## config.mk

```make
export PLATFORM = sky130hd
export DESIGN_NAME = aes_round_scheduler
export DESIGN_NICKNAME = d
export VERILOG_FILES = /design/src/rtl/aes_pkg.sv /design/src/rtl/aes_watchdog.sv /design/src/rtl/aes_round_scheduler.sv
export SDC_FILE = /design/constraint.sdc
export NUM_CORES = 1
export LEC_CHECK = 0
export CORE_AREA = 10 10 392 394
export DETAILED_ROUTE_END_ITERATION = 7
export DIE_AREA = 0 0 402 404
export PLACE_DENSITY = 0.37
export SYNTH_ARGS = -nofsm -noshare
export SYNTH_HDL_FRONTEND = slang
export SYNTH_SLANG_ARGS = --single-unit
```

## constraint.sdc

```tcl
create_clock -name clk -period 3.5 [get_ports clk]
set_input_delay 0.35 -clock clk [delete_from_list [all_inputs] [get_ports clk]]
set_output_delay 0.35 -clock clk [all_outputs]
set_load 0.01 [all_outputs]
```

## src/rtl/aes_pkg.sv

```systemverilog
// rtl/aes_pkg.sv - shared types and sizes for the AES-128 round scheduler
package aes_pkg;

    localparam int AES_NUM_ROUNDS = 10;
    localparam int AES_BLOCK_W    = 128;
    localparam int AES_KEY_W      = 128;
    localparam int ROUND_IDX_W    = 4;

    typedef enum logic [2:0] {
        IDLE,
        KEYGEN,
        PRE,
        ISSUE,
        WAIT,
        DONE
    } aes_state_e;

endpackage

```

## src/rtl/aes_watchdog.sv

```systemverilog
// rtl/aes_watchdog.sv - 8-bit clearable watchdog counter with timeout strobe
// Ports: clk, rst_ (async active-low); clr reloads the count to zero;
//        en counts one per cycle; timeout flags the cycle whose increment
//        would bring the count to TIMEOUT.
module aes_watchdog #(
    parameter int unsigned TIMEOUT = 255
) (
    input  logic clk,
    input  logic rst_,
    input  logic clr,
    input  logic en,
    output logic timeout
);

    localparam logic [7:0] LIMIT = 8'(TIMEOUT - 1);

    logic [7:0] cnt;

    always_ff @(posedge clk or negedge rst_) begin
        if (!rst_) begin
            cnt <= 8'd0;
        end else if (clr) begin
            cnt <= 8'd0;
        end else if (en && cnt != 8'hff) begin
            cnt <= cnt + 8'd1;
        end
    end

    // Firing on the last counted cycle lets the owner abort on the same
    // edge the count reaches TIMEOUT, so exactly TIMEOUT cycles are spent.
    assign timeout = en && !clr && (cnt == LIMIT);

endmodule

```

## src/rtl/aes_round_scheduler.sv

```systemverilog
// rtl/aes_round_scheduler.sv - AES-128 sequencing controller for keygen and iterative rounds
// Ports: clk, rst_ (async active-low)
//        in_valid/in_ready/block_in/key_in       block intake
//        keygen_start/keygen_done/key_out        key generator control
//        key_idx/round_key                       external round-key mux
//        rnd_start/rnd_final/rnd_state/rnd_key   round transformer issue
//        rnd_done/rnd_result                     round transformer result
//        out_valid/out_ready/block_out           ciphertext output
//        engine_done, busy, err                  status
module aes_round_scheduler
    import aes_pkg::*;
#(
    parameter int unsigned TIMEOUT = 255
) (
    input  logic                   clk,
    input  logic                   rst_,
    input  logic                   in_valid,
    output logic                   in_ready,
    input  logic [AES_BLOCK_W-1:0] block_in,
    input  logic [AES_KEY_W-1:0]   key_in,
    output logic                   keygen_start,
    input  logic                   keygen_done,
    output logic [ROUND_IDX_W-1:0] key_idx,
    input  logic [AES_KEY_W-1:0]   round_key,
    output logic [AES_KEY_W-1:0]   key_out,
    output logic                   rnd_start,
    output logic                   rnd_final,
    output logic [AES_BLOCK_W-1:0] rnd_state,
    output logic [AES_KEY_W-1:0]   rnd_key,
    input  logic                   rnd_done,
    input  logic [AES_BLOCK_W-1:0] rnd_result,
    output logic                   out_valid,
    input  logic                   out_ready,
    output logic [AES_BLOCK_W-1:0] block_out,
    output logic                   engine_done,
    output logic                   busy,
    output logic                   err
);

    localparam logic [ROUND_IDX_W-1:0] LAST_ROUND = ROUND_IDX_W'(AES_NUM_ROUNDS);

    aes_state_e             state, state_nxt;
    logic [ROUND_IDX_W-1:0] r, r_nxt;
    logic [AES_BLOCK_W-1:0] state_reg, state_reg_nxt;
    logic [AES_KEY_W-1:0]   key_reg, key_reg_nxt;
    logic                   err_q, err_nxt;
    logic                   done_q, done_nxt;
    logic                   wd_en, wd_timeout;

    // Counting only in KEYGEN/WAIT and holding clear elsewhere restarts the
    // count on every entry to either wait state.
    assign wd_en = (state == KEYGEN) || (state == WAIT);

    aes_watchdog #(
        .TIMEOUT (TIMEOUT)
    ) u_watchdog (
        .clk     (clk),
        .rst_    (rst_),
        .clr     (!wd_en),
        .en      (wd_en),
        .timeout (wd_timeout)
    );

    always_ff @(posedge clk or negedge rst_) begin
        if (!rst_) begin
            state     <= IDLE;
            r         <= '0;
            state_reg <= '0;
            key_reg   <= '0;
            err_q     <= 1'b0;
            done_q    <= 1'b0;
        end else begin
            state     <= state_nxt;
            r         <= r_nxt;
            state_reg <= state_reg_nxt;
            key_reg   <= key_reg_nxt;
            err_q     <= err_nxt;
            done_q    <= done_nxt;
        end
    end

    always_comb begin
        state_nxt     = state;
        r_nxt         = r;
        state_reg_nxt = state_reg;
        key_reg_nxt   = key_reg;
        err_nxt       = err_q;
        done_nxt      = 1'b0;
        in_ready      = 1'b0;
        keygen_start  = 1'b0;
        key_idx       = '0;
        rnd_start     = 1'b0;
        rnd_final     = 1'b0;
        out_valid     = 1'b0;

        unique case (state)
            IDLE: begin
                in_ready = 1'b1;
                if (in_valid) begin
                    state_reg_nxt = block_in;
                    key_reg_nxt   = key_in;
                    state_nxt     = KEYGEN;
                end
            end
            KEYGEN: begin
                keygen_start = 1'b1;
                // A key set that lands on the last allowed cycle still wins.
                if (keygen_done) begin
                    state_nxt = PRE;
                end else if (wd_timeout) begin
                    err_nxt   = 1'b1;
                    done_nxt  = 1'b1;
                    state_nxt = IDLE;
                end
            end
            PRE: begin
                state_reg_nxt = state_reg ^ round_key;
                r_nxt         = ROUND_IDX_W'(1);
                state_nxt     = ISSUE;
            end
            ISSUE: begin
                key_idx   = r;
                rnd_start = 1'b1;
                rnd_final = (r == LAST_ROUND);
                state_nxt = WAIT;
            end
            WAIT: begin
                key_idx = r;
                if (rnd_done) begin
                    state_reg_nxt = rnd_result;
                    if (r == LAST_ROUND) begin
                        state_nxt = DONE;
                    end else begin
                        r_nxt     = r + ROUND_IDX_W'(1);
                        state_nxt = ISSUE;
                    end
                end else if (wd_timeout) begin
                    err_nxt   = 1'b1;
                    done_nxt  = 1'b1;
                    state_nxt = IDLE;
                end
            end
            DONE: begin
                out_valid = 1'b1;
                if (out_ready) begin
                    done_nxt  = 1'b1;
                    state_nxt = IDLE;
                end
            end
            default: begin
                state_nxt = IDLE;
            end
        endcase
    end

    assign key_out     = key_reg;
    assign rnd_state   = state_reg;
    assign rnd_key     = round_key;
    assign block_out   = (state == DONE) ? state_reg : '0;
    assign engine_done = done_q;
    assign busy        = (state != IDLE);
    assign err         = err_q;

endmodule

```

==> out/results.ini <==
[final_layout]
final_util_pct=20.01
final_common_cell=clkdlybuf4s50_1
mostFrequentLayoutCells=clkdlybuf4s50_1, dfrtp_1, nor2_1
fill_cells=15940
nNetsFinal=2918
drive_gt1_share_pct=10.24
area_growth_pct=82.77

[placed_design]
gp_congestion=0.8304
numPortBuffers=1041
hpwl_mm=102.5

[yosys]
synth_edf_count=0
yosys.area_share.simple_pct=16.03
synth-seq-cells=273
yosysSeqAreaShare_pct=42.91
synth_flop_cell=dfrtp_1
synth_cells=1522
synth_top_family_by_area=compound AO/OA/AOI/OAI gates
synth.cell_area_um2=15920
synthAdderAreaFrac_pct=0.3144
synth_nets=2044
synthMuxAreaShare_pct=9.180
synthArstFlopShare_pct=100.0
ys_types=40
avgSynthCellArea_um2=10.46
synth_xor_area_share_pct=0.2201
synth_compound_area_share_pct=20.63
synth_warnings=0

[floorplan]
initial_core_util_pct=10.95
rows=140
coreArea_um2=145400
die_h_um=404
die_x_um=402
die_area_um2=162400
ios=1042

[pwr]
combinationalPowerShare_pct=54.5
clkPwrFrac_pct=18.0
p_leak_nw=10.92
ir_worst_vdd_mv=0.4922
internal_power_mw=13.54
p_sw_mw=10.56
p_seq_share_pct=27.5
p_total_mw=24.10
swShare_pct=43.81
powerDensity_nw_per_um2=828.4

[route]
vias=16120
met3_length_mm=11.20
drt-vias-per-instance=3.706
wl_mm=123.8
drt_iter0_markers=987
top_layer_used=met5
drc=0
wl_met1_mm=50.44
wire_per_inst_um=28.47
drt_pass1_iterations=5
drtAntennaViolNets=0
routed-wl-met2_mm=60.38

[worst_setup_path]
crit_fanout=60
r2r_start=state[0]
crit_required_ps=3150
critical_path_class=reg -> out
cp-end-kind=output pin
timing.rr.end=key_out[38]
r2r_slack_ps=950
critPathArrivalTime_ps=2890
crit_path_start_kind=flip-flop
crit_path_start=state[2]
r2r_cells=5

[global_route]
grt_pass1_vias=16500
antenna_found_initial=60
grt_pass1_wl_mm=163.7
grt_max_degree=153
grt_overflow=0
grt.total_usage_pct=14.50

[timing]
slew_headroom_pct=28.04
finalCritPeriodShare_pct=92.50
final.setup.tns_ps=0
slew_viol_final=0
fin_worst_skew_ps=29.64
tightest_slew_ps=1079
period_needed_ps=3238
rsz0062_at_grt=no
clock.fmax_mhz=308.9
setup_viol=0
hold_violations=0

[outcome]
status=finished clean

[hold_path]
hp-class=in -> reg
worstHoldStart=key_in[28]
holdPathStages=2
hold_end=key_out[28]

[clocking]
clock_path_buffers=3
cts_tree=yes
cts.sinks=273
h-tree-depth=2
cts_root_buffer=clkbuf_16
cts_made_buffers=41
clk_latency_ps=610
path_clk_slew_ps=60

[job]
drv_cap=0

==> worst max path at each step <==
stage	end	slack (ps)	cells past startpoint
after floorplan	key_idx[1]	1680	7
after global placement	block_out[74]	660	4
after detailed placement	block_out[74]	650	4
after CTS	key_idx[3]	50	5
after global routing	block_out[94]	70	6
final	block_out[80]	260	6
==> cells in the mapped netlist (7+ instances only) <==
| cell type | number | area, um2 |
|---|---|---|
| dfrtp_1 | 273 | 6832 |
| buf_2 | 28 | 140.1 |
| a21oi_1 | 7 | 35.03 |
| mux2_2 | 8 | 90.09 |
| o21ai_1 | 130 | 650.6 |
| o21ai_0 | 128 | 640.6 |
| nor2_1 | 145 | 544.3 |
| a221oi_1 | 8 | 70.07 |
| nor3b_1 | 130 | 975.9 |
| and3_1 | 129 | 807.0 |
| a221oi_2 | 120 | 1802 |
| clkbuf_1 | 74 | 277.8 |
| mux2_1 | 120 | 1351 |
| nor3_1 | 7 | 35.03 |
| buf_4 | 137 | 1028 |
| buf_6 | 21 | 236.5 |
==> area by class of cell <==
class	instances	area [um2]	share of cell area, %
multi-input cells	983	7418	25.50
repair buffers	1091	11040	37.95
clock buffers	58	1171	4.025
diodes	11	27.53	0.09461
well taps	1917	2399	8.244
clock inverters	11	181.4	0.6235
inverters	6	22.52	0.07741
flip-flops and latches	273	6835	23.49
==> layer usage <==
| metal | vias to the layer above | track usage [%] |
|---|---|---|
| met5 | - | 0 |
| met4 | 32 | 2.121 |
| met3 | 146 | 5.795 |
| met2 | 706 | 24.87 |
| met1 | 7974 | 17.29 |
| li1 | 7265 | - |
==> power by group through the flow <==
stage	combinational, mW	clock, mW	sequential, mW
finish	13.1	4.33	6.63
CTS	13.5	4.55	6.65
detailed placement	13.4	0	6.69
floorplan	5.59	0	6.45
global route	14.1	4.67	6.87
global placement	13.4	0	6.69
==> kinds of logic after synthesis <==
logic type	count (synthesis)
mux	130
fa+ha+maj	4
buf+inv	266
flops	273
simple gates	441
xor+xnor	4
compound gates	404
==> critical path, cell delays in order (launching register included) <==
cell and delay [ps]:
dfrtp_1 580, nor2b_4 330, buf_12 150, buf_12 130
buf_12 270, and3_1 200, clkdlybuf4s50_1 580
==> what timing repair did <==
item                       4_1_cts  5_1_grt
buffers inserted                 5        0
setup endpoints to repair        1        1
hold endpoints to repair        77        0
hold buffers                     1        0
resized for setup                0        1
==> per-stage QoR <==
| step | cell area (um2) | setup WS (ps) | std cells | hold slack (ps) |
|---|---|---|---|---|
| after floorplan | 15920 | 1685 | 1522 | 54.41 |
| after global placement | 27650 | 656.7 | 4264 | 452.9 |
| after detailed placement | 27650 | 649.7 | 4264 | 453.8 |
| after CTS | 29070 | 48.15 | 4339 | 282.0 |
| after global routing | 29070 | 71.06 | 4340 | 305.5 |
| final | 29100 | 262.4 | 4350 | 349.3 |
Note: power is estimated with default switching activity, not from simulation.
